[src/rtl/mux5_rr_arbiter_pkg.sv]
// Shared constants, FSM state type and select-code helpers for the 5:1 mux arbiter.
package mux_pkg;

  localparam int N_REQ = 5;
  localparam int SEL_W = 3;

  typedef enum logic {
    IDLE = 1'b0,
    GNT  = 1'b1
  } state_t;

  // Out-of-range codes map to all-zero so a corrupted select never grants two owners.
  function automatic logic [N_REQ-1:0] sel_to_onehot(input logic [SEL_W-1:0] sel);
    logic [N_REQ-1:0] oh;
    case (sel)
      3'd0:    oh = 5'b00001;
      3'd1:    oh = 5'b00010;
      3'd2:    oh = 5'b00100;
      3'd3:    oh = 5'b01000;
      3'd4:    oh = 5'b10000;
      default: oh = 5'b00000;
    endcase
    return oh;
  endfunction

  // Successor in the 0..4 ring; illegal codes restart the ring at 0.
  function automatic logic [SEL_W-1:0] next_idx(input logic [SEL_W-1:0] idx);
    logic [SEL_W-1:0] nxt;
    if (idx >= 3'd4) begin
      nxt = 3'd0;
    end else begin
      nxt = idx + 3'd1;
    end
    return nxt;
  endfunction

endpackage

[src/rtl/mux5_rr_arbiter_if.sv]
// Request/release and grant/select bundle between the requesters and the arbiter.
interface mux5_rr_arbiter_if;
  import mux_pkg::*;

  logic [N_REQ-1:0] req;
  logic [N_REQ-1:0] done;
  logic [SEL_W-1:0] sel;
  logic [N_REQ-1:0] grant;
  logic             busy;
  logic             timeout;

  modport master (
    input  req,
    input  done,
    output sel,
    output grant,
    output busy,
    output timeout
  );

  modport slave (
    output req,
    output done,
    input  sel,
    input  grant,
    input  busy,
    input  timeout
  );

endinterface

[src/rtl/mux5_rr_arbiter_pick.sv]
// Combinational round-robin search: first set req bit at start, start+1, ... modulo 5.
module rr_pick5
  import mux_pkg::*;
(
  input  logic [N_REQ-1:0] req,
  input  logic [SEL_W-1:0] start,
  output logic [SEL_W-1:0] winner,
  output logic             found
);

  logic [SEL_W-1:0] idx_s;

  // Walk the ring once, keeping the first hit.
  always_comb begin
    winner = 3'd0;
    found  = 1'b0;
    if (start > 3'd4) begin
      idx_s = 3'd0;
    end else begin
      idx_s = start;
    end
    for (int i = 0; i < N_REQ; i++) begin
      if (!found && req[idx_s]) begin
        found  = 1'b1;
        winner = idx_s;
      end else begin
        found  = found;
      end
      idx_s = next_idx(idx_s);
    end
  end

endmodule

[src/rtl/mux5_rr_arbiter.sv]
// Round-robin arbiter for the shared 5:1 mux: one owner at a time, minimum hold, forced timeout.
module mux5_rr_arbiter
  import mux_pkg::*;
#(
  parameter int HOLD_CYC    = 4,
  parameter int TIMEOUT_CYC = 16
)(
  input  logic               clk,
  input  logic               rst_n,
  mux5_rr_arbiter_if.master  bus
);

  localparam int CNT_W = $clog2(TIMEOUT_CYC);
  localparam logic [CNT_W-1:0] HOLD_LAST = CNT_W'(HOLD_CYC - 1);
  localparam logic [CNT_W-1:0] TMO_LAST  = CNT_W'(TIMEOUT_CYC - 1);

  state_t           state_r, state_n;
  logic [CNT_W-1:0] cnt_r, cnt_n;
  logic [SEL_W-1:0] ptr_r, ptr_n;
  logic [SEL_W-1:0] sel_r, sel_n;
  logic [N_REQ-1:0] grant_r, grant_n;
  logic             busy_r, busy_n;
  logic             timeout_r, timeout_n;

  logic [SEL_W-1:0] start_s;
  logic [SEL_W-1:0] winner_s;
  logic             found_s;
  logic             vol_s;
  logic             tmo_s;
  logic             release_s;

  // In GNT ptr equals the owner, so this also makes the owner the last candidate.
  assign start_s = next_idx(ptr_r);

  rr_pick5 u_pick (
    .req    (bus.req),
    .start  (start_s),
    .winner (winner_s),
    .found  (found_s)
  );

  assign vol_s     = (cnt_r >= HOLD_LAST) && (bus.done[sel_r] || !bus.req[sel_r]);
  assign tmo_s     = (cnt_r == TMO_LAST);
  assign release_s = vol_s || tmo_s;

  // Next-state and next-output decode.
  always_comb begin
    state_n   = state_r;
    cnt_n     = cnt_r;
    ptr_n     = ptr_r;
    sel_n     = sel_r;
    grant_n   = grant_r;
    busy_n    = busy_r;
    timeout_n = 1'b0;
    case (state_r)
      IDLE: begin
        if (found_s) begin
          state_n = GNT;
          cnt_n   = '0;
          ptr_n   = winner_s;
          sel_n   = winner_s;
          grant_n = sel_to_onehot(winner_s);
          busy_n  = 1'b1;
        end else begin
          sel_n   = 3'd0;
          grant_n = 5'b00000;
          busy_n  = 1'b0;
        end
      end
      GNT: begin
        if (release_s) begin
          timeout_n = tmo_s && !vol_s;
          if (found_s) begin
            cnt_n   = '0;
            ptr_n   = winner_s;
            sel_n   = winner_s;
            grant_n = sel_to_onehot(winner_s);
            busy_n  = 1'b1;
          end else begin
            state_n = IDLE;
            cnt_n   = '0;
            sel_n   = 3'd0;
            grant_n = 5'b00000;
            busy_n  = 1'b0;
          end
        end else if (cnt_r != TMO_LAST) begin
          cnt_n = cnt_r + CNT_W'(1);
        end else begin
          cnt_n = cnt_r;
        end
      end
      default: begin
        state_n = IDLE;
        cnt_n   = '0;
        sel_n   = 3'd0;
        grant_n = 5'b00000;
        busy_n  = 1'b0;
      end
    endcase
  end

  // State, counter, pointer and output registers with synchronous reset.
  always_ff @(posedge clk) begin
    if (!rst_n) begin
      state_r   <= IDLE;
      cnt_r     <= '0;
      ptr_r     <= 3'd4;
      sel_r     <= 3'd0;
      grant_r   <= 5'b00000;
      busy_r    <= 1'b0;
      timeout_r <= 1'b0;
    end else begin
      state_r   <= state_n;
      cnt_r     <= cnt_n;
      ptr_r     <= ptr_n;
      sel_r     <= sel_n;
      grant_r   <= grant_n;
      busy_r    <= busy_n;
      timeout_r <= timeout_n;
    end
  end

  assign bus.sel     = sel_r;
  assign bus.grant   = grant_r;
  assign bus.busy    = busy_r;
  assign bus.timeout = timeout_r;

endmodule

[src/flat_wrapper.sv]
// flat-port wrapper written by rule: the top's interface ports become plain ports
module mux5_rr_arbiter_flat import mux_pkg::*;
#(
  parameter int HOLD_CYC    = 4,
  parameter int TIMEOUT_CYC = 16
)
  (clk, rst_n, bus_req, bus_done, bus_sel, bus_grant, bus_busy, bus_timeout);
  mux5_rr_arbiter_if bus_i ();
  input  logic clk;
  input  logic rst_n;
  input wire logic [$bits(bus_i.req)-1:0] bus_req;
  input wire logic [$bits(bus_i.done)-1:0] bus_done;
  output wire logic [$bits(bus_i.sel)-1:0] bus_sel;
  output wire logic [$bits(bus_i.grant)-1:0] bus_grant;
  output wire logic [$bits(bus_i.busy)-1:0] bus_busy;
  output wire logic [$bits(bus_i.timeout)-1:0] bus_timeout;
  assign bus_i.req = bus_req;
  assign bus_i.done = bus_done;
  assign bus_sel = bus_i.sel;
  assign bus_grant = bus_i.grant;
  assign bus_busy = bus_i.busy;
  assign bus_timeout = bus_i.timeout;
  mux5_rr_arbiter #(.HOLD_CYC(HOLD_CYC), .TIMEOUT_CYC(TIMEOUT_CYC)) u_core (.clk(clk), .rst_n(rst_n), .bus(bus_i));
endmodule
[config.mk]
export PLATFORM = sky130hd
export DESIGN_NAME = mux5_rr_arbiter_flat
export DESIGN_NICKNAME = d
export VERILOG_FILES = /design/src/rtl/mux5_rr_arbiter_pkg.sv /design/src/rtl/mux5_rr_arbiter_if.sv /design/src/rtl/mux5_rr_arbiter_pick.sv /design/src/rtl/mux5_rr_arbiter.sv /design/src/flat_wrapper.sv
export SDC_FILE = /design/constraint.sdc
export NUM_CORES = 1
export LEC_CHECK = 0
export ABC_AREA = 1
export CORE_MARGIN = 1.5
export CORE_UTILIZATION = 58
export CTS_CLUSTER_DIAMETER = 60
export CTS_CLUSTER_SIZE = 20
export DETAILED_ROUTE_END_ITERATION = 7
export HOLD_SLACK_MARGIN = 0.1
export PLACE_DENSITY = 0.84
export SLEW_MARGIN = 20
export SYNTH_ARGS = -nofsm -noshare
export SYNTH_HDL_FRONTEND = slang
export SYNTH_SLANG_ARGS = --single-unit
[constraint.sdc]
create_clock -name clk -period 3.8 [get_ports clk]
set_input_delay 0.38 -clock clk [delete_from_list [all_inputs] [get_ports clk]]
set_output_delay 0.38 -clock clk [all_outputs]
set_load 0.01 [all_outputs]
==> out/results.txt, run 1 <==
period utilization -> 0.647
Post-Synthesis Cells -> 230
Slew Limit Fails -> 0
WL/cell -> 11.9 um
Vias -> 1,563
post-route clock skew -> 0.0119 ns
FF+latch area -> 360 um2
most frequent cells in the layout -> nand2_1, nand3_1, inv_1, clkdlybuf4s50_1, dfxtp_1
row count -> 18
Synth async-reset ratio -> 0
RSZ-0062 raised after global routing -> false
Synth Area in Compound Gates -> 0.0939
Worst-path clk slew -> 0.09 ns
Reg2Reg Depth -> 14
Switching Fraction -> 0.493
Worst-Margin Slew -> 0.457 ns
Fin Setup TNS -> 0 ns
main flop type after synthesis -> dfxtp_1
initial antenna violation count -> 0
Comb pwr share -> 0.616
DRC Markers -> 0
Worst Hold Class -> flop to flop
Skew-Pair Late Insertion Delay -> 0.30 ns
CTS max path bufs -> 2
Peak VDD IR -> 472 uV
post-synthesis simple-gate area fraction -> 0.539
Worst Setup Path Type -> flop to flop
largest family of logic cells by synthesized area -> simple AND/OR/NAND/NOR gates
Final setup viols -> 0
die area -> 2890 um2
maxcap violations -> 0
top-area cell type share of the netlist area -> 0.241
CTS resizes -> 0
IO Pins -> 22
ANT nets after route -> 0
WP data required -> 4.03 ns
Sw Pwr -> 0.484 mW
sequential-to-total area share from yosys stat -> 0.241
Cell Area, Synth -> 1490 um2
startpoint types -> flop
Final Power -> 0.981 mW
Inserted Clock Buffers -> 3
total track usage -> 0.255
area delta synth->final -> 18.8%
xor/xnor cell area share of the yosys netlist -> 0.00587
Post-Synth Adder-Cell Area -> 0.0251
FF-to-FF setup slack -> 1.34 ns
TritonRoute pass-1 iters -> 4
Power Density -> 553 nW/um2
Leak -> 0.860 nW
largest net degree at the start of global routing -> 16
Pint -> 0.497 mW
Final Critical Period -> 2.46 ns
Placer Congestion -> 0.870
post-DR vias/cell -> 5.50
Worst slew margin -> 0.695
worst path arrival time -> 2.69 ns
TritonCTS clock tree -> done
Hold Path End -> u_core.bus.grant[1]
final hold vios -> 0
DR iter-0 viols -> 32
HP Start -> u_core.bus.grant[1]
placed cell area -> 1740 um2
# diodes -> 0
Multi-input gate area -> 1000 um2
outcome -> finished clean
leading area contributor after synthesis -> dfxtp_1
total wire length -> 3.38 mm
most common cell after layout, fill and taps aside -> nand2_1
number of flops mapped to enable cells by yosys -> 0
Syn Nets -> 245
Nets -> 270
sequential power share -> 0.264
fin cells -> 284
layout cells sized above 1 -> 0.177
root buffer cell -> clkbuf_4
die width -> 53.7 um
Die Ht -> 53.7 um
Post-Route Utilization -> 0.722
Hold Buf Count CTS -> 0
first-pass GRT wire length -> 5.44 mm
placed cells -> 280
DP Wirelength -> 2.60 mm
Highest Clock Rate -> 407 MHz
post-synthesis mux area share -> 0.00671
crit path max fanout -> 6
RR Endpoint -> u_core.bus.grant[1]
Initial Util -> 0.608
CP Capture Type -> flop
setup bufs post-CTS -> 0
Syn. warnings -> 0
fillcell total -> 219
R2R Path Start -> u_core.ptr_r[1]
Remaining Overflow, GRT -> 0
Netlist cell types -> 31
vias in the first global route -> 1,339
Synth Area per Inst -> 6.49 um2
core area -> 2450 um2
H-Tree Level Count -> 1
Clk pwr share -> 0.120
Final Cell Area -> 1770 um2
Yosys reg bits -> 18
WHS Path Cells -> 2
Sink Count -> 18
top cells by area, synth -> dfxtp_1, nand2_1, nand3_1
PortBufs -> 21
per-stage QoR:
step                setup slack [ns]  hold slack (ns)
global placement                1.36            0.458
global route                    1.09            0.498
finish                          1.34            0.475
floorplan                       1.62            0.454
detailed placement              1.35            0.459
CTS                             1.34            0.479
cell usage after synthesis, types with 2 or more instances:
cell / n
nand2_1: 56
nand3_1: 38
inv_1: 27
dfxtp_1: 18
a21oi_1: 14
nor2_1: 13
nand2_2: 12
nand2_4: 9
inv_2: 6
nand4_1: 4
nor2_4: 4
ha_1: 3
a21oi_2: 2
a31oi_1: 2
nand3_2: 2
nand3b_1: 2
nor2_2: 2
o21ai_0: 2
or2_2: 2
logic make-up after synthesis:
logic type / after synthesis
multiplexers: 1
flip-flops: 18
XOR/XNOR: 1
buffers and inverters: 35
AND/OR/NAND/NOR: 148
AO/OA/AOI/OAI: 24
adder cells (fa/ha/maj): 3
sequential cells by signal (all words and copies together), names as in the netlist:
| register | count |
|---|---|
| u_core.bus.timeout | 1 |
| u_core.state_r | 1 |
| u_core.bus.sel | 3 |
| u_core.cnt_r | 4 |
| u_core.bus.busy | 1 |
| u_core.ptr_r | 3 |
| u_core.bus.grant | 5 |
layer usage:
metal,track usage,part of all wire,routed length (um)
met1,0.292,0.45,1520
met2,0.459,0.48,1640
met3,0.0278,0.039,133
met4,0.132,0.027,91
met5,0,0,0
power by group through the flow:
| stage | Clock, mW | Sequential (mW) | Combinational (mW) |
|---|---|---|---|
| floorplan | 0 | 0.267 | 0.445 |
| global placement | 0 | 0.263 | 0.587 |
| detailed placement | 0 | 0.263 | 0.593 |
| CTS | 0.123 | 0.259 | 0.602 |
| global route | 0.128 | 0.266 | 0.671 |
| finish | 0.118 | 0.259 | 0.604 |
worst max path at each step:
stage                                from                   to  slack, ns  cells after the start
after floorplan           u_core.ptr_r[0]  u_core.bus.grant[0]       1.62                     18
after CTS                 u_core.ptr_r[0]  u_core.bus.grant[0]       1.34                     18
after global placement         bus_req[1]      u_core.cnt_r[0]       1.36                     11
after detailed placement       bus_req[1]      u_core.cnt_r[0]       1.35                     11
after global routing      u_core.ptr_r[1]  u_core.bus.grant[1]       1.09                     14
final                     u_core.ptr_r[1]  u_core.bus.grant[1]       1.34                     14
critical path, cell delays in order (launching register included):
cell,delay [ns]
dfxtp_1,0.40
inv_1,0.10
ha_1,0.37
nand4_1,0.32
nand3_1,0.20
nand3_1,0.09
nand2_1,0.10
nand2_4,0.08
nand3_1,0.10
nand2_1,0.07
inv_1,0.06
nand3_1,0.17
inv_1,0.13
nand3_1,0.08
a21oi_1,0.12
layout make-up:
class | instances | share of cell area
repair buffers | 21 | 0.119
multi-input cells | 177 | 0.565
well taps | 30 | 0.0212
inverters | 34 | 0.0720
clock buffers | 4 | 0.0205
flip-flops and latches | 18 | 0.203
Note: power is estimated with default switching activity, not from simulation.
==> inputs of run 2 (changes only) <==
--- a/config.mk
+++ b/config.mk
@@ -7,12 +7,12 @@
 export LEC_CHECK = 0
 export ABC_AREA = 1
 export CORE_MARGIN = 1.5
-export CORE_UTILIZATION = 58
+export CORE_UTILIZATION = 54
 export CTS_CLUSTER_DIAMETER = 60
 export CTS_CLUSTER_SIZE = 20
 export DETAILED_ROUTE_END_ITERATION = 7
 export HOLD_SLACK_MARGIN = 0.1
-export PLACE_DENSITY = 0.84
+export PLACE_DENSITY = 0.78
 export SLEW_MARGIN = 20
 export SYNTH_ARGS = -nofsm -noshare
 export SYNTH_HDL_FRONTEND = slang
==> constraint.sdc (replaced) <==
create_clock -name clk -period 2.55 [get_ports clk]
set_input_delay 0.255 -clock clk [delete_from_list [all_inputs] [get_ports clk]]
set_output_delay 0.255 -clock clk [all_outputs]
set_load 0.01 [all_outputs]
==> run 2 against run 1 <==
Fmax up 5.6%. Clock power up 47%. Flip-flop and latch count unchanged. Count of clock-buffer cells in the layout unchanged. Final cell count up 0.70%. Power up 50%. Core utilization down 1.3 points. Global-route usage down 2.1 points. First-iteration DRC count up 100%. Sequential power up 49%. Highest routed layer unchanged. Critical endpoint is now u_core.bus.grant[0]. Largest power group unchanged. Sequential share of layout area down 0.23 points.
==> out/results.txt, run 2 (synthesis gave the netlist of run 1 again) <==
Highest Clock Rate -> 429 MHz (was 407 MHz)
worst path arrival time -> 2.56 ns (was 2.69 ns)
R2R Path Start -> u_core.ptr_r[1] (unchanged)
Vias -> 1,513 (was 1,563)
Placer Congestion -> 0.875 (was 0.870)
DP Wirelength -> 2.70 mm (was 2.60 mm)
TritonRoute pass-1 iters -> 4 (unchanged)
layout cells sized above 1 -> 0.199 (was 0.177)
Worst Hold Class -> flop to flop (unchanged)
Worst slew margin -> 0.689 (was 0.695)
Inserted Clock Buffers -> 3 (unchanged)
Sw Pwr -> 0.719 mW (was 0.484 mW)
RSZ-0062 raised after global routing -> false (unchanged)
most common cell after layout, fill and taps aside -> nand2_1 (unchanged)
most frequent cells in the layout -> nand2_1, nand3_1, inv_1, clkdlybuf4s50_1, dfxtp_1 (unchanged)
DR iter-0 viols -> 64 (was 32)
largest net degree at the start of global routing -> 16 (unchanged)
Pint -> 0.752 mW (was 0.497 mW)
WL/cell -> 12.0 um (was 11.9 um)
vias in the first global route -> 1,310 (was 1,339)
core area -> 2540 um2 (was 2450 um2)
first-pass GRT wire length -> 5.89 mm (was 5.44 mm)
post-DR vias/cell -> 5.29 (was 5.50)
CP Buf/Inv Count -> 1 (was 3)
Crit path max-delay family -> simple AND/OR/NAND/NOR gates (unchanged)
startpoint types -> flop (unchanged)
WHS Path Cells -> 2 (unchanged)
Fin Setup TNS -> 0 ns (unchanged)
crit path max fanout -> 9 (was 6)
area delta synth->final -> 21.0% (was 18.8%)
outcome -> finished clean (unchanged)
FF-to-FF setup slack -> 0.22 ns (was 1.34 ns)
initial antenna violation count -> 0 (unchanged)
die area -> 3090 um2 (was 2890 um2)
Worst-Margin Slew -> 0.466 ns (was 0.457 ns)
Skew-Pair Late Insertion Delay -> 0.29 ns (was 0.30 ns)
Nets -> 272 (was 270)
Final setup viols -> 0 (unchanged)
Switching Fraction -> 0.489 (was 0.493)
fillcell total -> 223 (was 219)
Hold Buf Count CTS -> 0 (unchanged)
H-Tree Level Count -> 1 (unchanged)
total wire length -> 3.44 mm (was 3.38 mm)
period utilization -> 0.914 (was 0.647)
die width -> 55.6 um (was 53.7 um)
crit path to -> u_core.bus.grant[0] (was u_core.bus.grant[1])
instance count on the critical path -> 18 (was 14)
number of flip-flops in the largest register -> 5 (unchanged)
Clk pwr share -> 0.117 (was 0.120)
root buffer cell -> clkbuf_4 (unchanged)
Die Ht -> 55.6 um (was 53.7 um)
crit-path cells -> inv_1 > ha_2 > nor2_4 > nand2_4 > nand2_2 > nand2_4 > nand2_4 > nand2_1 > nand3_1 > nand3_1 > nand2_2 > nand2_2 > nand3_2 > nand2_2 > nand2_2 > nor2_1 > nand2_1 > a21oi_2 (was inv_1 > ha_1 > nand4_1 > nand3_1 > nand3_1 > nand2_1 > nand2_4 > nand3_1 > nand2_1 > inv_1 > nand3_1 > inv_1 > nand3_1 > a21oi_1)
sequential power share -> 0.263 (was 0.264)
IO Pins -> 22 (unchanged)
final hold vios -> 0 (unchanged)
CP most frequent cell -> nand2_2 (was nand3_1)
Sink Count -> 18 (unchanged)
Slew Limit Fails -> 0 (unchanged)
Final Critical Period -> 2.33 ns (was 2.46 ns)
post-route clock skew -> 0.00125 ns (was 0.0119 ns)
Power Density -> 815 nW/um2 (was 553 nW/um2)
RR Endpoint -> u_core.bus.grant[0] (was u_core.bus.grant[1])
Leak -> 0.878 nW (was 0.860 nW)
TritonCTS clock tree -> done (unchanged)
CP Capture Type -> flop (unchanged)
Peak VDD IR -> 589 uV (was 472 uV)
Worst Setup Path Type -> flop to flop (unchanged)
DRC Markers -> 0 (unchanged)
crit path launch -> u_core.ptr_r[1] (unchanged)
CTS max path bufs -> 2 (unchanged)
WP data required -> 2.78 ns (was 4.03 ns)
CP max-delay cell -> ha_2 (was dfxtp_1)
Worst-path clk slew -> 0.10 ns (was 0.09 ns)
Initial Util -> 0.587 (was 0.608)
PortBufs -> 21 (unchanged)
Comb pwr share -> 0.620 (was 0.616)
total track usage -> 0.233 (was 0.255)
Remaining Overflow, GRT -> 0 (unchanged)
# diodes -> 0 (unchanged)
maxcap violations -> 0 (unchanged)
delay of the slowest cell on the worst path -> 0.38 ns (was 0.40 ns)
row count -> 18 (unchanged)
Final Power -> 1.47 mW (was 0.981 mW)
Reg2Reg Depth -> 18 (was 14)
ANT nets after route -> 0 (unchanged)
[run 2: cell type report]
cell class              count  area [um2]  share of cell area
multi-input cells         177        1010               0.561
flip-flops and latches     18         363               0.201
repair buffers             23         225               0.125
inverters                  34         130              0.0721
well taps                  30        37.5              0.0208
clock buffers               4        36.3              0.0201
[run 2: timing repair]
item | CTS | global route
endpoints found under the setup margin | 0 | 12
resized for setup | 0 | 6
buffers inserted | 0 | 0
[run 2: worst min-delay path, delay by kind of cell (launching register included)]
kind | cells | cell delay (ns)
and+or+nand+nor | 1 | 0.06
AOI/OAI and AO/OA | 1 | 0.05
DFF | 1 | 0.32
[run 2: worst min-delay path by stage]
stage	startpoint	end	slack (ns)
floorplan	rst_n	u_core.cnt_r[0]	0.39
global placement	u_core.bus.grant[1]	u_core.bus.grant[1]	0.45
detailed placement	u_core.bus.busy	u_core.bus.busy	0.46
CTS	u_core.bus.grant[1]	u_core.bus.grant[1]	0.47
global route	u_core.bus.grant[4]	u_core.bus.grant[4]	0.50
finish	u_core.bus.grant[1]	u_core.bus.grant[1]	0.47
[run 2: metal layers]
layer  vias up  wire length [um]  track usage
met5         -                 0            0
met1       655              1710        0.361
met3         6               284       0.0605
met2        47              1390        0.320
li1        805                 -            -
met4         0                46       0.0523
[run 2: power groups by stage]
stage                     combinational, mW  clock, mW  sequential [mW]
after floorplan                       0.664          0            0.398
after global placement                0.890          0            0.389
after detailed placement              0.892          0            0.390
after CTS                             0.898      0.177            0.384
after global routing                   1.02      0.190            0.398
final                                 0.912      0.173            0.387
[run 2: stage by stage]
step                       util  area, um2  cells  hold WS [ns]  setup WS, ns
final                     0.709       1810    286         0.467         0.220
after global routing      0.709       1810    286         0.495        0.0177
after CTS                 0.703       1790    286         0.473         0.127
after detailed placement  0.688       1750    282         0.456         0.150
after global placement    0.688       1750    282         0.453         0.183
after floorplan               -       1490    230         0.393         0.368
==> inputs of run 3 (changes only) <==
--- a/config.mk
+++ b/config.mk
@@ -11,6 +11,7 @@
 export CTS_CLUSTER_DIAMETER = 60
 export CTS_CLUSTER_SIZE = 20
 export DETAILED_ROUTE_END_ITERATION = 7
+export GPL_TIMING_DRIVEN = 0
 export HOLD_SLACK_MARGIN = 0.1
 export PLACE_DENSITY = 0.78
 export SLEW_MARGIN = 20
==> run 3 against run 2 <==
Setup slack better by 0.060 ns. Final area down 0.35%. Final cell count stayed put. Global-route usage down 0.56 points. Critical path type unchanged.
==> out/results.txt, run 3 (synthesis gave the netlist of run 1 again) <==
Power Density -> 817 nW/um2 (was 815 nW/um2)
Final Power -> 1.47 mW (about the same)
Nets -> 272 (unchanged)
Remaining Overflow, GRT -> 0 (unchanged)
outcome -> finished clean (unchanged)
TritonRoute pass-1 iters -> 4 (unchanged)
FF-to-FF setup slack -> 0.28 ns (was 0.22 ns)
post-DR vias/cell -> 5.34 (was 5.29)
vias in the first global route -> 1,292 (was 1,310)
crit-path cells -> inv_2 > ha_4 > nor2_4 > nand2_4 > nand2_2 > nand2_4 > nand2_4 > nand2_2 > nand2_1 > nand2_1 > a21oi_2 > inv_2 > nor2_4 > nand2_1 > nand2_1 > nand2_1 > a21oi_1 (was inv_1 > ha_2 > nor2_4 > nand2_4 > nand2_2 > nand2_4 > nand2_4 > nand2_1 > nand3_1 > nand3_1 > nand2_2 > nand2_2 > nand3_2 > nand2_2 > nand2_2 > nor2_1 > nand2_1 > a21oi_2)
startpoint types -> flop (unchanged)
worst path arrival time -> 2.50 ns (was 2.56 ns)
Worst Hold Class -> flop to flop (unchanged)
Hold Slack -> 0.470 ns (was 0.467 ns)
M3 GR Usage -> 0.0442 (was 0.0605)
met2 Use GR -> 0.337 (was 0.320)
RR Endpoint -> u_core.bus.sel[2] (was u_core.bus.grant[0])
Peak VDD IR -> 608 uV (was 589 uV)
post-route clock skew -> 0.00259 ns (was 0.00125 ns)
Top Usage Layer GRT -> met1 (unchanged)
CP most frequent cell -> nand2_1 (was nand2_2)
total wire length -> 3.43 mm (was 3.44 mm)
Die Ht -> 55.6 um (unchanged)
Sink Count -> 18 (unchanged)
die area -> 3090 um2 (unchanged)
number of flip-flops in the largest register -> 5 (unchanged)
DP Wirelength -> 2.61 mm (was 2.70 mm)
maxcap violations -> 0 (unchanged)
DRC Markers -> 0 (unchanged)
Final Critical Period -> 2.27 ns (was 2.33 ns)
crit path max fanout -> 9 (unchanged)
H-Tree Level Count -> 1 (unchanged)
Final setup viols -> 0 (unchanged)
most common cell after layout, fill and taps aside -> nand2_1 (unchanged)
Comb pwr share -> 0.617 (was 0.620)
DR iter-0 viols -> 63 (was 64)
sequential power share -> 0.263 (about the same)
period utilization -> 0.890 (was 0.914)
root buffer cell -> clkbuf_4 (unchanged)
WL/cell -> 12.0 um (about the same)
M1 GR Usage -> 0.349 (was 0.361)
largest net degree at the start of global routing -> 11 (was 16)
R2R Path Start -> u_core.ptr_r[0] (was u_core.ptr_r[1])
Worst-Margin Slew -> 0.459 ns (was 0.466 ns)
most frequent cells in the layout -> nand2_1, nand3_1, inv_1, clkdlybuf4s50_1, dfxtp_1 (unchanged)
Slew Limit Fails -> 0 (unchanged)
Switching Fraction -> 0.485 (was 0.489)
CP Buf/Inv Count -> 2 (was 1)
Vias -> 1,528 (was 1,513)
Highest Clock Rate -> 440 MHz (was 429 MHz)
Placer Congestion -> 0.874 (was 0.875)
CP Capture Type -> flop (unchanged)
Pint -> 0.756 mW (was 0.752 mW)
IO Pins -> 22 (unchanged)
Sw Pwr -> 0.714 mW (was 0.719 mW)
Worst-path clk slew -> 0.10 ns (about the same)
Leak -> 0.868 nW (was 0.878 nW)
final hold vios -> 0 (unchanged)
initial antenna violation count -> 0 (unchanged)
TritonCTS clock tree -> done (unchanged)
area delta synth->final -> 20.5% (was 21.0%)
die width -> 55.6 um (unchanged)
WP data required -> 2.78 ns (about the same)
Clk pwr share -> 0.120 (was 0.117)
Fin Setup TNS -> 0 ns (unchanged)
# diodes -> 0 (unchanged)
Hold Path End -> u_core.bus.grant[2] (was u_core.bus.grant[1])
CTS max path bufs -> 2 (unchanged)
Hold Buf Count CTS -> 0 (unchanged)
ANT nets after route -> 0 (unchanged)
first-pass GRT wire length -> 5.76 mm (was 5.89 mm)
Worst Setup Path Type -> flop to flop (unchanged)
Crit path max-delay family -> simple AND/OR/NAND/NOR gates (unchanged)
Skew-Pair Late Insertion Delay -> 0.29 ns (about the same)
delay of the slowest cell on the worst path -> 0.35 ns (was 0.38 ns)
WHS Path Cells -> 2 (unchanged)
HP Start -> u_core.bus.grant[2] (was u_core.bus.grant[1])
layout cells sized above 1 -> 0.191 (was 0.199)
RSZ-0062 raised after global routing -> false (unchanged)
Worst slew margin -> 0.694 (was 0.689)
core area -> 2540 um2 (unchanged)
Inserted Clock Buffers -> 3 (unchanged)
CP max-delay cell -> dfxtp_2 (was ha_2)
row count -> 18 (unchanged)
Reg2Reg Depth -> 17 (was 18)
total track usage -> 0.228 (was 0.233)
PortBufs -> 21 (unchanged)
Initial Util -> 0.587 (unchanged)
-- run 3: worst max-delay path by stage --
stage	startpoint	to	slack, ns	depth (start not counted)
finish	u_core.ptr_r[0]	u_core.bus.sel[2]	0.28	17
global route	u_core.ptr_r[1]	u_core.bus.sel[2]	0.008	17
CTS	u_core.ptr_r[1]	u_core.bus.grant[1]	0.06	17
detailed placement	u_core.ptr_r[1]	u_core.bus.grant[1]	0.09	17
global placement	u_core.ptr_r[1]	u_core.bus.grant[0]	0.14	18
floorplan	u_core.ptr_r[0]	u_core.bus.grant[0]	0.37	18
-- run 3: power groups by stage --
stage,combinational (mW),sequential [mW],clock (mW)
6_report,0.907,0.387,0.176
3_3_place_gp,0.880,0.390,0
5_1_grt,1.02,0.395,0.191
2_1_floorplan,0.664,0.398,0
4_1_cts,0.888,0.385,0.180
3_5_place_dp,0.884,0.391,0
-- run 3: layout make-up --
| cell class | instances | area, um2 |
|---|---|---|
| plain buffers | 1 | 3.75 |
| clock buffers | 4 | 36.3 |
| fillers | 229 | 746 |
| inverters | 34 | 128 |
| multi-input cells | 177 | 1010 |
| repair buffers | 22 | 218 |
| well taps | 30 | 37.5 |
| flip-flops and latches | 18 | 363 |
-- run 3: worst reg2reg max path: stages (launching register included) --
cell     delay [ns]
dfxtp_2        0.35
inv_2          0.14
ha_4           0.24
nor2_4         0.12
nand2_4        0.11
nand2_2        0.14
nand2_4        0.09
nand2_4        0.09
nand2_2        0.06
nand2_1        0.06
nand2_1        0.06
a21oi_2        0.16
inv_2          0.09
nor2_4         0.12
nand2_1        0.05
nand2_1        0.08
nand2_1        0.11
a21oi_1        0.15
-- run 3: what timing repair did --
| action | in CTS | in global routing |
|---|---|---|
| endpoints found under the setup margin | 0 | 16 |
| gates resized for setup | 0 | 3 |
| buffers inserted | 0 | 1 |
-- run 3: stage by stage --
stage | setup slack [ns] | instances | cell area, um2 | util
final | 0.280 | 286 | 1800 | 0.707
after detailed placement | 0.0878 | 281 | 1740 | 0.684
after CTS | 0.0607 | 285 | 1780 | 0.698
after floorplan | 0.368 | 230 | 1490 | -
after global placement | 0.139 | 281 | 1740 | 0.684
after global routing | 0.00820 | 286 | 1800 | 0.707
-- run 3: metal layers --
layer  part of all wire  vias up  routed length [um]
li1                   -      801                   -
met1               0.51      681                1760
met2               0.42       44                1450
met3              0.062        2                 212
met4             0.0029        0                  10
met5                  0        -                   0
